$ cat src/rtl/dir_cmd_queue.sv
// ============================================================================
// Module   : dir_cmd_queue
// Purpose  : Edge-detects direction requests, drops illegal turns and queues
//            legal ones, releasing one turn per movement tick.
// Revision : 1.0 - initial release
// ============================================================================
`default_nettype none

module dir_cmd_queue #(
    parameter int         DEPTH    = 4,
    parameter logic [1:0] INIT_DIR = 2'd3
) (
    input  logic                       clk,
    input  logic                       rst,
    input  logic                       clear,
    input  logic                       up_req,
    input  logic                       down_req,
    input  logic                       left_req,
    input  logic                       right_req,
    input  logic                       move_tick,
    output logic [1:0]                 dir_out,
    output logic                       dir_changed,
    output logic [$clog2(DEPTH):0]     count,
    output logic                       overflow
);

    localparam int PW = $clog2(DEPTH);
    localparam int CW = PW + 1;

    logic [3:0]    req_q;
    logic [1:0]    mem_q [DEPTH];
    logic [PW-1:0] wptr_q, rptr_q;
    logic [CW-1:0] count_q;
    logic [1:0]    dir_q;
    logic          chg_q, ovf_q;

    logic [PW-1:0] wptr_d, rptr_d;
    logic [CW-1:0] count_d;
    logic [1:0]    dir_d;
    logic          chg_d, ovf_d;

    logic [3:0]    w_rise;
    logic          w_cand_vld;
    logic [1:0]    w_cand;
    logic [1:0]    w_ref;
    logic [1:0]    w_head;
    logic          w_legal, w_push, w_pop, w_full;

    // Request bits ordered {up, down, left, right} matching priority.
    assign w_rise = {up_req, down_req, left_req, right_req} & ~req_q;

    always_comb begin
        w_cand_vld = 1'b1;
        w_cand     = 2'd0;
        if (w_rise[3])      w_cand = 2'd0;
        else if (w_rise[2]) w_cand = 2'd1;
        else if (w_rise[1]) w_cand = 2'd2;
        else if (w_rise[0]) w_cand = 2'd3;
        else                w_cand_vld = 1'b0;
    end

    assign w_ref  = (count_q != '0) ? mem_q[wptr_q - PW'(1)] : dir_q;
    assign w_head = mem_q[rptr_q];
    assign w_full = (count_q == CW'(DEPTH));
    assign w_pop  = move_tick && (count_q != '0);
    // Flipping bit 0 maps each direction onto its opposite (up<->down, left<->right).
    assign w_legal = w_cand_vld && (w_cand != w_ref) && (w_cand != (w_ref ^ 2'b01));
    assign w_push  = w_legal && (!w_full || w_pop);

    always_comb begin
        wptr_d  = wptr_q;
        rptr_d  = rptr_q;
        count_d = count_q;
        dir_d   = dir_q;
        chg_d   = 1'b0;
        ovf_d   = 1'b0;
        if (clear) begin
            wptr_d  = '0;
            rptr_d  = '0;
            count_d = '0;
            dir_d   = INIT_DIR;
        end else begin
            if (w_push) wptr_d = wptr_q + PW'(1);
            if (w_pop) begin
                rptr_d = rptr_q + PW'(1);
                dir_d  = w_head;
                chg_d  = (w_head != dir_q);
            end
            if (w_push && !w_pop)      count_d = count_q + CW'(1);
            else if (!w_push && w_pop) count_d = count_q - CW'(1);
            ovf_d = w_legal && w_full && !w_pop;
        end
    end

    always_ff @(posedge clk or posedge rst) begin
        if (rst) begin
            req_q   <= '0;
            wptr_q  <= '0;
            rptr_q  <= '0;
            count_q <= '0;
            dir_q   <= INIT_DIR;
            chg_q   <= 1'b0;
            ovf_q   <= 1'b0;
            for (int i = 0; i < DEPTH; i++) mem_q[i] <= 2'd0;
        end else begin
            req_q   <= {up_req, down_req, left_req, right_req};
            wptr_q  <= wptr_d;
            rptr_q  <= rptr_d;
            count_q <= count_d;
            dir_q   <= dir_d;
            chg_q   <= chg_d;
            ovf_q   <= ovf_d;
            if (w_push && !clear) mem_q[wptr_q] <= w_cand;
        end
    end

    assign dir_out     = dir_q;
    assign dir_changed = chg_q;
    assign count       = count_q;
    assign overflow    = ovf_q;

endmodule

`default_nettype wire

$ cat config.mk
export PLATFORM = sky130hd
export DESIGN_NAME = dir_cmd_queue
export DESIGN_NICKNAME = d
export VERILOG_FILES = /design/src/rtl/dir_cmd_queue.sv
export SDC_FILE = /design/constraint.sdc
export NUM_CORES = 1
export LEC_CHECK = 0
export ABC_AREA = 1
export CAP_MARGIN = 20
export CORE_MARGIN = 2
export CORE_UTILIZATION = 49
export CTS_CLUSTER_DIAMETER = 150
export DETAILED_ROUTE_END_ITERATION = 10
export PLACE_DENSITY = 0.78
export SETUP_SLACK_MARGIN = 0.05
export SLEW_MARGIN = 0
export SYNTH_ARGS = -nofsm -noshare
export SYNTH_HDL_FRONTEND = slang
export SYNTH_SLANG_ARGS = --single-unit
$ cat constraint.sdc
create_clock -name clk -period 2.3 [get_ports clk]
set_clock_uncertainty 0.15 [all_clocks]
set_input_delay 0.345 -clock clk [delete_from_list [all_inputs] [get_ports clk]]
set_output_delay 0.345 -clock clk [all_outputs]
set_load 0.1 [all_outputs]
[Word level (Yosys, flattened, before mapping)]
Index checks and enable logic that the tools add are counted.
Word-level totals
  register bits after elaboration: 23
  latch bits: 0
  memory bits (writable): 0
  bits in read-only memories: 0
  logic and storage cells: 79
  memories: 0
Cells by class
  add/subtract/negate cells: 5
  multipliers: 0
  divide/modulo/power cells: 0
  magnitude comparators: 4
  eq/ne operators: 4
  shift-type cells: 0
  mux-type cells: 30
  bitwise gates (word level): 6
  reductions and logical operators: 19
Operators with widths (count)
  two-way mux 2 bit: 16
  logical AND 1 bit: 10
  >= comparator 3 bit (second input constant): 3
  two-way mux 3 bit: 3
  NOT 2 -> 3 bit: 3
  binary-select mux 2 bit (select 2 bit): 2
  bitwise mux 8 bit: 1
  two-way mux 1 bit: 7
  inequality test 2 bit: 3
  nonzero test 3 bit: 2
  adder 2 x 1 -> 2 bit (second input constant): 2
  bitwise AND 4 bit: 1
  demux 2 bit (select 2 bit): 1
  logical NOT 1 bit: 4
  NOT 4 bit: 1
  nonzero test 2 bit: 2
  adder 3 x 1 -> 3 bit (second input constant): 1
  equality test 3 bit (second input constant): 1
  less-than comparator 3 x 1 -> 1 bit (second input constant): 1
  subtractor 3 x 1 -> 3 bit (second input constant): 1
  subtractor 2 x 1 -> 2 bit (second input constant): 1
  logical OR 1 bit: 1
  NOT 1 bit: 1

[Logic depth before layout (Yosys ltp)]
Gate-level depths: netlist (run 1).
  depth after elaboration: 15
  depth in mapped cells: 15
  gate-level depth less buffers: 15

[Worst setup path before layout (run 1)]
Ideal clock, no wire load.
  path type: reg2reg
  start point: register count_q[2] (netlist: count[2])
  end point: register count_q[2] (netlist: count[2])
  data arrival time: 2.284 ns
  setup slack: -0.255 ns
  cell stages (with the launch flop): 13
  buffers on the path: 0
  clock period less this slack: 2.555 ns
  path through: dfrtp_1 -> inv_1 -> nand2_1 -> inv_1 -> nor2_1 -> inv_1 -> nand3_2 -> inv_1 -> fa_1 -> inv_1 -> nand2_1 -> nand3_1 -> nand2_1
Between the ends
  longest elaborated chain between the ends: 9
  elaborated cells between the ends (all ways): 22
Ends and longest elaborated chain
  start, declared: RTL line 33  | logic [CW-1:0] count_q;
  start signal, assigned: RTL line 109  | count_q <= count_d;
  nonzero test 3 bit: RTL line 62, 65
  two-way mux 2 bit: RTL line 62  | assign w_ref = (count_q != '0) ? mem_q[wptr_q - PW'(1)] : dir_q;
  inequality test 2 bit / NOT 1 bit (equally long branches)
  logical AND 1 bit / inequality test 2 bit (equally long branches): RTL line 67  | assign w_legal = w_cand_vld && (w_cand != w_ref) && (w_cand != (w_ref ^ 2'b01));
  logical AND 1 bit: RTL line 67
  logical AND 1 bit: RTL line 68  | assign w_push = w_legal && (!w_full || w_pop);
  logical AND 1 bit / logical NOT 1 bit (equally long branches): RTL line 89, 90
  two-way mux 3 bit / logical AND 1 bit (equally long branches): RTL line 89, 90
  two-way mux 3 bit / nonzero test 3 bit (equally long branches)
Parallel ways exist; a longest one is shown, timed or not. The select of a mux whose other input is x is not followed.
A chain may end at the register's enable or synchronous reset.

[Final worst setup path (run 1)]
  start point: register wptr_q[0]
  end point: register count_q[1] (netlist: count[1])
Between the ends
  longest elaborated chain between the ends: 13
  elaborated cells between the ends (all ways): 18
Ends and longest elaborated chain
  start, declared: RTL line 32  | logic [PW-1:0] wptr_q, rptr_q;
  start signal, assigned: RTL line 107  | wptr_q <= wptr_d;
  subtractor 2 x 1 -> 2 bit (*): RTL line 62
  NOT 2 -> 3 bit (implied by the code) (*): RTL line 62
  binary-select mux 2 bit (select 2 bit) (*): RTL line 62
  two-way mux 2 bit (implied by the code) (*) (2 in series): RTL line 62
  two-way mux 2 bit (*): RTL line 62
  inequality test 2 bit / NOT 1 bit (equally long branches)
  logical AND 1 bit / inequality test 2 bit (equally long branches): RTL line 67
  logical AND 1 bit (*): RTL line 67
  logical AND 1 bit (*): RTL line 68
  logical AND 1 bit / logical NOT 1 bit (equally long branches): RTL line 89, 90
  two-way mux 3 bit / logical AND 1 bit (equally long branches): RTL line 89, 90
  two-way mux 3 bit / nonzero test 3 bit (equally long branches)
Mark *: on every way between the ends. The rest lies on a longest branch, timed or not. The select of a mux whose other input is x is not followed.

==> metrics.txt, run 1 <==
Syn. warnings=0; Worst R2R Setup Slack=0.19 ns; Hold Path Class=primary input to asynchronous set/reset pin; CTS tree=yes; CTS clk-pin slew, worst paths=between 0.1 and 0.15 ns; Max Slew Vio Count=0; Initial Utilization=0.521; fin crit share=0.919; vias per inst=slightly above 5; CP arrival=~2.2 ns; ratio of cells with drive above 1 in the final layout=0.242; CTS sink count=23; worst setup path class=register to register; R2R depth=12; Clock Tree Buf Depth=2; vias in the first global route=between 1000 and 1500; Distinct cells, synth=26; Crit-path slowest cell=fa_2; R2R Path End=count[1]$_DFFE_PP0P_; WL final=2.57 mm; number of buffers added on ports=14; RSZ-0062 raised after global routing=no; Worst path top cell family by delay=adder cells; min Tclk post-route=about 2.1 ns; chip width=55.5 µm; total negative setup slack=0 ns; crit path capture type=register; gr ovfl total=0; TritonCTS Buffers=3; GR Util All Layers=0.184; Leak=0.000784 µW; final setup violation count=0; Yosys reg bits=23; total stage count of the critical path=12; Area Growth Syn to Fin=21.8%; Top cell by count, worst path=nand3_2; Starting DRT DRC Count=26; Worst slew margin=0.579; Non-Filler Instances=212; worst path cell trace=inv_2, ha_4, inv_1, nand3_2, nand2_1, nand2_1, nand3_2, nand2_4, nand3_2, inv_1, fa_2, o22ai_1; initial antenna violation count=0; Clk Latency, worst-skew pair=0.31 ns; reg2reg start=wptr_q[0]$_DFFE_PP0P_; Syn Area/Cell=8.45 µm²; Max Clock Freq=473 MHz; outcome=complete, no violations; CP Launch Type=register; post-synthesis sequential area ratio=0.444; antenna cells=0; H-tree depth=1; DIE HEIGHT=55.5 µm; Final ANT Viol Nets=0; largest net degree at the start of global routing=24; site row count=18; Max stage delay on crit path=0.52 ns; hold buffers post-CTS=0; Final Hold Viols=0; first-pass GRT wire length=around 4.6 mm; Final nets=196; Core Area=around 0.0025 mm²; Vias=1082; hpwl dp=1.98 mm; Mapped Area=between 0.001 and 0.0015 mm²; CP Buf/Inv Count=3; Net Count, Synth=167; Max Cap Violations=0; placed insts=205; clk root buf=clkbuf_4; maximum vdd drop=894 µV; Critical Path RT=around 2.4 ns; RD Place Congestion=0.866; PD cells=1230 mW/mm²; DRT Pass-1 Iters=4; cells after synthesis=154; Worst-Margin Slew=between 0.6 and 0.7 ns; critical path peak fanout=2; Die ar.=0.00308 mm²; IO Pins=15; DRC Markers=0; Routed wire per std cell=12.1 µm
-- worst min-delay path, stage by stage --
cell,delay [ns]
clkdlybuf4s50_1,0.39
inv_1,0.05
buf_4,0.28
-- sequential cells by signal, indices dropped and copies added, names as in the netlist --
register / cells
req_q: 4
dir_out: 2
count: 3
wptr_q: 2
mem_q: 8
dir_changed: 1
overflow: 1
rptr_q: 2
-- cells in the mapped netlist --
cell,n,area share
inv_1,27,0.078
a22oi_1,2,0.012
o22ai_1,1,0.0048
nand2_2,1,0.0048
nand3_2,5,0.038
a21boi_0,1,0.0058
a21oi_1,6,0.023
o21a_1,1,0.0058
nand3_1,8,0.031
nor2_4,4,0.035
ha_1,4,0.038
o21ai_1,8,0.031
o21ai_0,8,0.031
dfstp_2,2,0.040
nand2_4,1,0.0087
nand2_1,36,0.10
a21oi_4,1,0.013
fa_1,1,0.015
nand3_4,2,0.027
inv_2,1,0.0029
nor3_1,1,0.0038
dfrtp_1,21,0.40
nand4_1,1,0.0048
clkinv_1,1,0.0029
nor2_1,8,0.023
xor2_1,2,0.013
-- power by group --
| part | leakage, µW | internal, µW | switching (µW) |
|---|---|---|---|
| logic | 0.000483 | 373 | 784 |
| registers | 0.000283 | 534 | 75.1 |
| clock network | 0.0000177 | 65.0 | 121 |
-- layout by cell type (no fill, tap or decap) --
cell and count:
nand4_1 1, a22oi_1 2, nor2_4 4, o22ai_1 1, clkbuf_4 3, dfrtp_1 18
dfrtp_4 1, o21a_1 1, dfstp_2 2, ha_1 3, nand3_1 8, nand2_4 1
o21ai_0 8, clkinv_1 1, nor3_1 1, nand3_2 5, fa_2 1, a21oi_1 6
dfrtp_2 2, nand2_2 1, nand2_1 36, inv_2 2, a21boi_0 1, clkdlybuf4s50_1 7
clkinv_2 1, a21oi_4 1, nor2_1 8, nand3_4 2, inv_1 26, buf_4 17
ha_4 1, xor2_1 2, o21ai_1 8
-- worst max-delay path by stage --
stage	startpoint	slack, ns	to
after floorplan	count[0]$_DFFE_PP0P_	0.07	count[2]$_DFFE_PP0P_
after global placement	left_req	0.13	count[1]$_DFFE_PP0P_
after detailed placement	wptr_q[1]$_DFFE_PP0P_	0.05	count[2]$_DFFE_PP0P_
after CTS	wptr_q[0]$_DFFE_PP0P_	0.09	count[2]$_DFFE_PP0P_
after global routing	wptr_q[0]$_DFFE_PP0P_	0.08	count[2]$_DFFE_PP0P_
final	wptr_q[0]$_DFFE_PP0P_	0.19	count[1]$_DFFE_PP0P_
-- cell type report --
class                           instances  area (µm²)
Fill cell                             215         915
Sequential cell                        23         584
Multi-Input combinational cell        102         629
Clock inverter                          1        5.00
Inverter                               29         109
Tap cell                               30        37.5
Clock buffer                            3        22.5
Timing Repair Buffer                   24         198
-- what timing repair did --
action                                  CTS  global route
resized for setup                         0             3
endpoints found under the setup margin    1             2
pin swaps                                 0             0
buffers inserted                          1             2
-- metrics by stage --
step	total power, µW	utilization	instance area [µm²]	hold slack (ns)	worst slack [ns]
final	1950	0.634	1590	0.203	0.186
after global routing	2110	0.634	1590	0.256	0.0756
after CTS	1910	0.622	1560	0.209	0.0854
after detailed placement	1720	0.608	1520	0.329	0.0519
after global placement	1680	0.608	1520	0.325	0.132
after floorplan	1450	-	1310	0.195	0.0695
-- routing by layer --
metal	wire (µm)	share of wire	track usage
met5	0	0	0
met4	37	0.014	0.0697
met3	61	0.024	0.0234
met2	1270	0.50	0.303
met1	1200	0.47	0.246
-- cells by family (layout without fill, tap and decap cells) --
kind of cell               count (synthesis)  in the layout  share of synthesized area
DFF                                       23             23                      0.444
adders and majority gates                  5              5                     0.0538
xor gates and xnor gates                   2              2                     0.0135
buffers and inverters                     29             57                     0.0837
and+or+nand+nor                           67             67                      0.280
AOI/OAI and AO/OA                         28             28                      0.125
No activity file was read; power rests on OpenSTA's default activity.
==> run 2, diff against run 1 <==
--- a/config.mk
+++ b/config.mk
@@ -7,11 +7,13 @@
 export LEC_CHECK = 0
 export ABC_AREA = 1
 export CAP_MARGIN = 20
+export CORE_ASPECT_RATIO = 0.75
 export CORE_MARGIN = 2
 export CORE_UTILIZATION = 49
 export CTS_CLUSTER_DIAMETER = 150
 export DETAILED_ROUTE_END_ITERATION = 10
 export PLACE_DENSITY = 0.78
+export RECOVER_POWER = 100
 export SETUP_SLACK_MARGIN = 0.05
 export SLEW_MARGIN = 0
 export SYNTH_ARGS = -nofsm -noshare
==> run 2 against run 1 <==
  * Die area is 0.15% higher
  * Register-to-register slack barely moved
  * Clock power is essentially flat
  * Wire length up 1.3%
  * Critical path depth is the same
  * Sequential power about the same
  * Critical path type unchanged
  * Critical endpoint unchanged
  * Largest cell class unchanged
==> metrics.txt, run 2 (synthesis results as in run 1) <==
outcome=complete, no violations (unchanged); combinational share of power=0.583 (was 0.593); first-pass GRT wire length=4.64 mm (was 4.56 mm); Starting DRT DRC Count=42 (was 26); worst setup path class=register to register (unchanged); CP arrival=2.16 ns (was 2.17 ns); Final ANT Viol Nets=0 (unchanged); gr ovfl total=0 (unchanged); CTS tree=yes (unchanged); hpwl dp=2.07 mm (was 1.98 mm); R2R depth=12 (unchanged); Max Clock Freq=476 MHz (was 473 MHz); TritonCTS Buffers=3 (unchanged); Routed wire per std cell=11.9 µm (was 12.1 µm); Max stage delay on crit path=0.51 ns (was 0.52 ns); site row count=16 (was 18); number of buffers added on ports=14 (unchanged); total negative setup slack=0 ns (unchanged); CTS sink count=23 (unchanged); Top cell by count, worst path=nand3_2 (unchanged); CP Buf/Inv Count=3 (unchanged); Final nets=197 (was 196); max reg flops=8 (unchanged); fin crit share=0.914 (was 0.919); final setup violation count=0 (unchanged); Clock Tree Buf Depth=2 (unchanged); Clk Latency, worst-skew pair=0.31 ns (about the same); Fill cells=244 (was 215); Final Hold Viols=0 (unchanged); Initial Utilization=0.508 (was 0.521); DRT Pass-1 Iters=4 (unchanged); WL final=2.60 mm (was 2.57 mm); commonest cells after routing, fill and taps aside=36 x nand2_1, 25 x inv_1, 18 x dfrtp_1, 12 x nor2_1, 12 x o21ai_0 (was 36 x nand2_1, 26 x inv_1, 18 x dfrtp_1, 17 x buf_4); Sw Ratio=0.503 (was 0.502); total stage count of the critical path=12 (unchanged); Area Growth Syn to Fin=18.7% (was 21.8%); hold buffers post-CTS=0 (unchanged); IO Pins=15 (unchanged); Worst Setup SP=wptr_q[0]$_DFFE_PP0P_ (unchanged); commonest non-fill, non-tap cell in the layout=nand2_1 (unchanged); maximum vdd drop=578 µV (was 894 µV); min Tclk post-route=2.10 ns (was 2.11 ns); Worst path top cell family by delay=adder cells (unchanged); ratio of cells with drive above 1 in the final layout=0.213 (was 0.242); Vias=1066 (was 1082); Die ar.=0.00309 mm² (was 0.00308 mm²); Max Cap Violations=0 (unchanged); Worst slew margin=0.466 (was 0.579); vias in the first global route=1080 (was 1055); RD Place Congestion=0.878 (was 0.866); chip width=63.5 µm (was 55.5 µm); Util after Layout=0.603 (was 0.634); largest net degree at the start of global routing=16 (was 24); worst path cell trace=inv_2, ha_4, inv_2, nand3_2, nand2_1, nand2_1, nand3_2, nand2_4, nand3_2, inv_1, fa_2, o22ai_1 (was inv_2, ha_4, inv_1, nand3_2, nand2_1, nand2_1, nand3_2, nand2_4, nand3_2, inv_1, fa_2, o22ai_1); critical path peak fanout=3 (was 2); Leak=0.000772 µW (was 0.000784 µW); RSZ-0062 raised after global routing=no (unchanged); DIE HEIGHT=48.6 µm (was 55.5 µm); GR Util All Layers=0.195 (was 0.184); Worst-Margin Slew=0.801 ns (was 0.627 ns); Max Slew Vio Count=0 (unchanged); Clk network pwr share=0.098 (was 0.095); clk root buf=clkbuf_4 (unchanged); CTS clk-pin slew, worst paths=0.12 ns (about the same); Top reg by flops=mem_q (unchanged); initial antenna violation count=0 (unchanged); Flop pwr share=0.320 (was 0.312); switching power=961 µW (was 980 µW); Hold Path Class=primary input to asynchronous set/reset pin (unchanged); Int Pwr=948 µW (was 972 µW); Crit-path slowest cell=fa_2 (unchanged); crit path capture type=register (unchanged); DRC Markers=0 (unchanged); PD cells=1240 mW/mm² (was 1230 mW/mm²); CP Launch Type=register (unchanged); H-tree depth=1 (unchanged); vias per inst=4.87 (was 5.10); reg2reg start=wptr_q[0]$_DFFE_PP0P_ (unchanged); antenna cells=0 (unchanged); Critical Path RT=2.36 ns (about the same); WHS=0.267 ns (was 0.203 ns); Core Area=0.00256 mm² (was 0.00250 mm²)
==> run 2: metrics by stage <==
step | power, µW | area (µm²) | std cells | setup WS [ns]
after detailed placement | 1730 | 1540 | 212 | 0.0618
after global routing | 2070 | 1540 | 219 | 0.0611
after CTS | 1940 | 1570 | 216 | 0.102
after global placement | 1690 | 1540 | 212 | 0.139
after floorplan | 1450 | 1310 | 154 | 0.0695
final | 1910 | 1540 | 219 | 0.198
==> run 2: routing by layer <==
layer | global-route usage | vias up | wire [µm]
li1 | - | 543 | -
met1 | 0.255 | 495 | 1250
met2 | 0.316 | 20 | 1190
met3 | 0.0419 | 8 | 91
met4 | 0.0833 | 0 | 67
met5 | 0 | - | 0
==> run 2: final timing paths <==
path	end	slack (ns)
max in group asynchronous	mem_q[0]$_DFFE_PP0P_	0.71
worst max register to register	count[1]$_DFFE_PP0P_	0.20
worst min register to register	mem_q[4]$_DFFE_PP0P_	0.36
worst min-delay path	dir_changed$_DFF_PP0_	0.27
worst max-delay path	count[1]$_DFFE_PP0P_	0.20
min in group clk	mem_q[4]$_DFFE_PP0P_	0.36
==> run 2: power groups by stage <==
stage	clock network (µW)	logic (µW)	registers, µW
3_3_place_gp	0	1080	612
4_1_cts	193	1140	609
5_1_grt	212	1230	627
2_1_floorplan	0	578	869
6_report	186	1110	610
3_5_place_dp	0	1120	618
==> run 2: final cells by class <==
class	count	area, µm²	share of cell area
timing repair buffer	25	180	0.117
sequential	23	584	0.378
tap	36	45.0	0.0292
multi-input combinational	102	599	0.388
clock buffer	4	26.3	0.0170
inverter	29	109	0.0705
==> run 2: timing repair <==
action	in CTS	in global routing
setup buffers	0	3
gates resized for setup	1	3
endpoints found under the setup margin	1	2
gates cloned	0	0
pin swaps	0	1
